===== src/rtl/alu_pkg.sv =====
// alu_pkg: shared definitions for the MIPS-style execute-stage ALU.
//   WIDTH      - datapath width (only 32 is supported)
//   SHAMT_W    - width of the shift amount taken from a[4:0]
//   ALU_*      - 4-bit opcode encodings for the aluc select
//   alu_res_t  - result word plus the four status flags, as one bundle
package alu_pkg;

  localparam int WIDTH   = 32;
  localparam int SHAMT_W = 5;

  // Opcode encodings. LUI and SLL each occupy two codes; the low bit is
  // a don't-care for those operations.
  localparam logic [3:0] ALU_ADDU    = 4'b0000;
  localparam logic [3:0] ALU_SUBU    = 4'b0001;
  localparam logic [3:0] ALU_ADD     = 4'b0010;
  localparam logic [3:0] ALU_SUB     = 4'b0011;
  localparam logic [3:0] ALU_AND     = 4'b0100;
  localparam logic [3:0] ALU_OR      = 4'b0101;
  localparam logic [3:0] ALU_XOR     = 4'b0110;
  localparam logic [3:0] ALU_NOR     = 4'b0111;
  localparam logic [3:0] ALU_LUI     = 4'b1000;
  localparam logic [3:0] ALU_LUI_ALT = 4'b1001;
  localparam logic [3:0] ALU_SLTU    = 4'b1010;
  localparam logic [3:0] ALU_SLT     = 4'b1011;
  localparam logic [3:0] ALU_SRA     = 4'b1100;
  localparam logic [3:0] ALU_SRL     = 4'b1101;
  localparam logic [3:0] ALU_SLL     = 4'b1110;
  localparam logic [3:0] ALU_SLL_ALT = 4'b1111;

  typedef struct packed {
    logic [WIDTH-1:0] r;
    logic             zero;
    logic             carry;
    logic             negative;
    logic             overflow;
  } alu_res_t;

  localparam alu_res_t ALU_RES_RESET = '0;

endpackage : alu_pkg


===== src/rtl/alu_core.sv =====
// alu_core: purely combinational ALU datapath.
//   a    - operand A; a[4:0] is the shift amount for shift ops
//   b    - operand B; value shifted for shift ops, LUI source
//   aluc - operation select (see alu_pkg opcodes)
//   res  - result word and zero/carry/negative/overflow flags
module alu_core
  import alu_pkg::*;
(
  input  logic [WIDTH-1:0] a,
  input  logic [WIDTH-1:0] b,
  input  logic [3:0]       aluc,
  output alu_res_t         res
);

  logic [WIDTH:0]     sum_ext;
  logic [WIDTH:0]     diff_ext;
  logic [SHAMT_W-1:0] shamt;
  logic [WIDTH:0]     srl_ext;
  logic [WIDTH:0]     sra_ext;
  logic [WIDTH:0]     sll_ext;
  logic               lt_signed;
  logic               lt_unsigned;

  // Widen by one bit so the carry out of the adder and the borrow of the
  // subtractor fall out as bit WIDTH. For the difference, bit WIDTH is set
  // exactly when a < b unsigned.
  assign sum_ext  = {1'b0, a} + {1'b0, b};
  assign diff_ext = {1'b0, a} - {1'b0, b};

  assign shamt = a[SHAMT_W-1:0];

  // Shifts run on a 33-bit copy of b with a guard bit on the side the data
  // leaves through. After shifting, the guard position holds the last bit
  // shifted out, and it stays 0 for a zero shift amount because the guard
  // starts out clear.
  assign srl_ext = {b, 1'b0} >> shamt;
  assign sra_ext = $signed({b, 1'b0}) >>> shamt;
  assign sll_ext = {1'b0, b} << shamt;

  assign lt_signed   = $signed(a) < $signed(b);
  assign lt_unsigned = diff_ext[WIDTH];

  logic [WIDTH-1:0] r_calc;
  logic             carry_calc;
  logic             negative_calc;
  logic             overflow_calc;
  logic             known_op;

  always_comb begin
    // NOTE: every signal driven here gets a default first, so no path
    // through the case can leave one unassigned and infer a latch.
    r_calc        = '0;
    carry_calc    = 1'b0;
    overflow_calc = 1'b0;
    known_op      = 1'b1;

    unique case (aluc)
      ALU_ADDU: begin
        r_calc     = sum_ext[WIDTH-1:0];
        carry_calc = sum_ext[WIDTH];
      end
      ALU_ADD: begin
        r_calc        = sum_ext[WIDTH-1:0];
        carry_calc    = sum_ext[WIDTH];
        // Like-signed operands producing an opposite-signed sum.
        overflow_calc = (a[WIDTH-1] == b[WIDTH-1]) &&
                        (sum_ext[WIDTH-1] != a[WIDTH-1]);
      end
      ALU_SUBU: begin
        r_calc     = diff_ext[WIDTH-1:0];
        carry_calc = lt_unsigned;
      end
      ALU_SUB: begin
        r_calc        = diff_ext[WIDTH-1:0];
        carry_calc    = lt_unsigned;
        // Unlike-signed operands with a difference whose sign left a's.
        overflow_calc = (a[WIDTH-1] != b[WIDTH-1]) &&
                        (diff_ext[WIDTH-1] != a[WIDTH-1]);
      end
      ALU_AND: r_calc = a & b;
      ALU_OR:  r_calc = a | b;
      ALU_XOR: r_calc = a ^ b;
      ALU_NOR: r_calc = ~(a | b);
      ALU_LUI, ALU_LUI_ALT: begin
        r_calc = {b[15:0], 16'h0000};
      end
      ALU_SLT: begin
        r_calc = {{(WIDTH-1){1'b0}}, lt_signed};
      end
      ALU_SLTU: begin
        r_calc     = {{(WIDTH-1){1'b0}}, lt_unsigned};
        carry_calc = lt_unsigned;
      end
      ALU_SRA: begin
        r_calc     = sra_ext[WIDTH:1];
        carry_calc = sra_ext[0];
      end
      ALU_SRL: begin
        r_calc     = srl_ext[WIDTH:1];
        carry_calc = srl_ext[0];
      end
      ALU_SLL, ALU_SLL_ALT: begin
        r_calc     = sll_ext[WIDTH-1:0];
        carry_calc = sll_ext[WIDTH];
      end
      default: begin
        known_op = 1'b0;
      end
    endcase

    // SLT reports the comparison on the sign flag; everything else uses
    // the result's top bit (which is 0 for SLT's 0/1 result anyway).
    negative_calc = (aluc == ALU_SLT) ? lt_signed : r_calc[WIDTH-1];
  end

  always_comb begin
    res          = ALU_RES_RESET;
    res.r        = r_calc;
    res.zero     = known_op && (r_calc == '0);
    res.carry    = known_op && carry_calc;
    res.negative = known_op && negative_calc;
    res.overflow = known_op && overflow_calc;
  end

endmodule : alu_core


===== src/rtl/alu.sv =====
// alu: 32-bit MIPS-style integer ALU with one output pipeline register.
//   clk      - system clock, rising edge
//   rst_n    - asynchronous active-low reset, clears all outputs
//   a, b     - operands (a[4:0] is the shift amount for shifts)
//   aluc     - operation select
//   r        - registered result, valid the cycle after the inputs
//   zero, carry, negative, overflow - registered status flags
module alu
  import alu_pkg::*;
(
  input  logic             clk,
  input  logic             rst_n,
  input  logic [WIDTH-1:0] a,
  input  logic [WIDTH-1:0] b,
  input  logic [3:0]       aluc,
  output logic [WIDTH-1:0] r,
  output logic             zero,
  output logic             carry,
  output logic             negative,
  output logic             overflow
);

  alu_res_t core_res;
  alu_res_t res_d;
  alu_res_t res_q;

  alu_core u_core (
    .a    (a),
    .b    (b),
    .aluc (aluc),
    .res  (core_res)
  );

  // A new operation is taken every cycle; there is no enable or handshake.
  always_comb begin
    res_d = core_res;
  end

  // NOTE: state is updated with non-blocking assignments so every flop
  // samples its input from before the edge, independent of block order.
  always_ff @(posedge clk or negedge rst_n) begin
    if (!rst_n) begin
      res_q <= ALU_RES_RESET;
    end else begin
      res_q <= res_d;
    end
  end

  assign r        = res_q.r;
  assign zero     = res_q.zero;
  assign carry    = res_q.carry;
  assign negative = res_q.negative;
  assign overflow = res_q.overflow;

endmodule : alu


===== config.mk =====
export PLATFORM = sky130hd
export DESIGN_NAME = alu
export DESIGN_NICKNAME = d
export VERILOG_FILES = /design/src/rtl/alu_pkg.sv /design/src/rtl/alu_core.sv /design/src/rtl/alu.sv
export SDC_FILE = /design/constraint.sdc
export NUM_CORES = 1
export LEC_CHECK = 0
export CAP_MARGIN = 20
export CELL_PAD_IN_SITES_DETAIL_PLACEMENT = 1
export CELL_PAD_IN_SITES_GLOBAL_PLACEMENT = 1
export CORE_MARGIN = 5
export CORE_UTILIZATION = 48
export DETAILED_ROUTE_END_ITERATION = 16
export GPL_ROUTABILITY_DRIVEN = 0
export PLACE_DENSITY_LB_ADDON = 0.1
export SLEW_MARGIN = 15
export SYNTH_ARGS = -nofsm -noshare
export SYNTH_HDL_FRONTEND = slang
export SYNTH_SLANG_ARGS = --single-unit

===== constraint.sdc =====
create_clock -name clk -period 0.8 [get_ports clk]
set_input_delay 0.16 -clock clk [delete_from_list [all_inputs] [get_ports clk]]
set_output_delay 0.16 -clock clk [all_outputs]
set_load 0.01 [all_outputs]

==> results of run 1 <==
[metrics by stage]
stage             cells  worst slack [ps]  setup TNS (ps)
floorplan          1531             -2740          -64200
global placement   2443             -3340          -96850
[kinds of logic after synthesis]
kind of cell / synth area share, %
AND/OR/NAND/NOR: 20.6
AO/OA/AOI/OAI: 31.7
buffers and inverters: 8.53
multiplexers: 18.7
XOR/XNOR: 1.69
flip-flops: 7.89
adder cells (fa/ha/maj): 10.9
==> results.sh, run 1 <==
export IMPL_synth_area_per_cell_um2=7.46
export IMPL_syn_num_nets=1699
export IMPL_synth_seq_cells=36
export IMPL_initial_core_util_pct=48.6
export IMPL_stop_stage="detailed placement (3_5_place_dp)"
export IMPL_synth_area_um2=11400
export IMPL_synthDistinctLibCells=93
export IMPL_die_w_um=164
export IMPL_synth_area_leaders="ha_1 11%, mux4_2 10%, dfrtp_1 7.9%"
export IMPL_synth_common_cells="130 x a21oi_1, 128 x nand2_1, 125 x nor2_1, 96 x ha_1, 95 x inv_1"
export IMPL_async_flop_share_pct=100
export IMPL_status="stopped before the end"
export IMPL_seq_area_frac_synth_pct=7.89
export IMPL_yosysWarnings=0
export IMPL_synth_most_common_cell="a21oi_1"
export IMPL_synthCells=1531
export IMPL_io_buffers=105
export IMPL_netlist_area_leader_share_pct=10.5
export IMPL_dieHeight_um=164
export IMPL_synth_flop_cell="dfrtp_1"
export IMPL_synth_top_area_cell="ha_1"
export IMPL_rows=56
export IMPL_synth_edff_count=0
export IMPL_stop_error="[ERROR DPL-0033] detailed placement checks failed during check placement."
export IMPL_ios=106
export IMPL_dp_hpwl_um=76000
==> inputs of run 2 (changes only) <==
CELL_PAD_IN_SITES_DETAIL_PLACEMENT = unset   (was 1)
CELL_PAD_IN_SITES_GLOBAL_PLACEMENT = unset   (was 1)
CORE_UTILIZATION = 40   (was 48)
PLACE_DENSITY_LB_ADDON = 0.15   (was 0.1)
==> run 2 against run 1 <==
Net effect:
- the flow now finishes, with violations (setup timing)
- synthesized area did not move
- synthesized cell count is the same
==> results.sh, run 2 <==
export IMPL_status="complete, but fails checks"
export IMPL_violations="setup timing"
export IMPL_fmax_mhz=285
export IMPL_tns_ps=-71970
export IMPL_cts_buffers=5
export IMPL_synthCells=1531
export IMPL_synth_edff_count=0
export IMPL_synth_area_per_cell_um2=7.46
export IMPL_synth_flop_cell="dfrtp_1"
export IMPL_rsz0062_at_grt="true"
export IMPL_async_flop_share_pct=100
export IMPL_cts_sinks=36
export IMPL_yosysWarnings=0
export IMPL_coreArea_um2=28000
export IMPL_clockBufferDepth=2
export IMPL_grt_max_degree=52
export IMPL_synth_top_area_cell="ha_1"
export IMPL_route_detailed_wl_per_inst_um=26.7
export IMPL_fin_crit_ps=3510
export IMPL_crit_arrival_ps=3720
export IMPL_synth_most_common_cell="a21oi_1"
export IMPL_synth_area_leaders="ha_1 11%, mux4_2 10%, dfrtp_1 7.9%"
export IMPL_synthDistinctLibCells=93
export IMPL_grt_pass1_vias=16700
export IMPL_worstMarginPinSlew_ps=791
export IMPL_syn_num_nets=1699
export IMPL_initial_core_util_pct=40.8
export IMPL_drv_cap=0
export IMPL_period_share_pct=439
export IMPL_grt_pass1_wl_um=99400
export IMPL_ir_worst_vdd_uv=764
export IMPL_dr_first_iter_drc_count=3380
export IMPL_max_slew_margin_pct=46.8
export IMPL_ios=106
export IMPL_crit_path_start_kind="input pin"
export IMPL_synth_seq_cells=36
export IMPL_total_power_mw=20.1
export IMPL_synth_common_cells="130 x a21oi_1, 128 x nand2_1, 125 x nor2_1, 96 x ha_1, 95 x inv_1"
export IMPL_layout_drive_gt1_share_pct=53.4
export IMPL_cts_tree="yes"
export IMPL_path_class="in -> reg"
export IMPL_die_w_um=179
export IMPL_seq_area_frac_synth_pct=7.89
export IMPL_netlist_area_leader_share_pct=10.5
export IMPL_nets=2406
export IMPL_fp_dieArea_um2=32000
export IMPL_power_density_nw_per_um2=997
export IMPL_critPathRequiredTime_ps=1010
export IMPL_dieHeight_um=179
export IMPL_route_vias_total=17500
export IMPL_syn_to_final_growth_pct=76.7
export IMPL_antenna_left=0
export IMPL_power_leakage_nw=9.02
export IMPL_path_max_fanout=3
export IMPL_first_pass_iters=7
export IMPL_synth_area_um2=11400
export IMPL_rows=61
export IMPL_cp_end_kind="flop"
export IMPL_final_common_cell="buf_4"
export IMPL_grt_overflow=0
export IMPL_grt_usage_pct=40.5
export IMPL_hold_class="in -> async"
export IMPL_antenna_found_initial=4
export IMPL_root_buffer="clkbuf_16"
export IMPL_final_setup_worst_slack_ps=-2710
export IMPL_setup_viol=72
export IMPL_wl_um=69900
export IMPL_hold_violations=0
export IMPL_dp_hpwl_um=50200
export IMPL_path_clk_slew_ps=70
export IMPL_drc_errors=0
export IMPL_via_per_inst=6.70
export IMPL_layout_common_cells="641 x buf_4, 122 x nand2_1, 113 x nor2_1"
export IMPL_cts_htree_levels=2
export IMPL_largest_reg_flops=32
export IMPL_io_buffers=105
export IMPL_final_max_slew_viol_count=0
[run 2: cell counts after synthesis]
No cell type changed its count.
[run 2: worst paths after layout]
path | slack, ps | depth (start not counted) | from | end
max in group asynchronous | 250 | 3 | rst_n | r[15]
min in group clk | 360 | 3 | aluc[0] | carry
worst max-delay path | -2710 | 19 | a[0] | zero
worst min-delay path | 360 | 3 | rst_n | r[24]
[run 2: area by class of cell]
class                      count  area [um2]
antenna                        1        2.50
clock buffer                   5         125
clock inverter                 3        18.8
fill                        2068        7840
inverter                     102         452
multi-input combinational   1266       11400
sequential                    36         901
tap                          378         473
timing repair buffer         827        6780
[run 2: repair_timing]
action | CTS | global route
endpoints found under the hold margin | 36 | 0
resized for setup | 581 | 149
endpoints found under the setup margin | 72 | 72
gates cloned | 7 | 0
pin swaps | 108 | 67
setup buffers | 81 | 24
hold buffers | 1 | 0
[run 2: per-stage QoR]
stage	utilization [%]	area, um2	instances	setup slack (ps)	hold WS [ps]
finish	72.0	20200	2618	-2710	362
global route	72.0	20200	2617	-2740	385
CTS	69.8	19500	2601	-2610	355
detailed placement	62.3	17400	2513	-3380	141
global placement	62.3	17400	2513	-3330	134
floorplan	-	11800	1531	-2740	-136
[run 2: per-layer routing]
layer,GRT usage (%),wire length [um]
met5,0,27
met4,21.5,6010
met3,10.6,10200
met2,62.5,29100
met1,51.8,24600
[run 2: critical path, stage by stage]
cell	delay, ps
buf_8	100
buf_12	130
clkinv_8	40
ha_4	130
inv_4	40
fa_2	350
nor2b_4	150
o221ai_4	220
buf_6	150
a21oi_4	70
buf_6	130
a22oi_2	240
xnor2_1	120
a211o_1	370
or4_4	540
nor3_2	190
and4b_1	250
nand4b_1	160
nor4_2	180
[run 2: report_power, final]
part | leakage, nW | total, mW | switching (mW) | internal [mW]
sequential | 0.447 | 2.16 | 0.0670 | 2.09
clock | 0.0736 | 2.02 | 0.866 | 1.15
combinational | 8.50 | 15.9 | 8.33 | 7.60
total | 9.02 | 20.1 | 9.26 | 10.8
[run 2: logic make-up after synthesis]
group | count (synthesis) | synth area share (%)
compound gates | 526 | 31.7
fa+ha+maj | 98 | 10.9
flops | 36 | 7.89
simple gates | 477 | 20.6
mux | 143 | 18.7
buf+inv | 229 | 8.53
xor+xnor | 22 | 1.69
No activity file was read; power rests on OpenSTA's default activity.
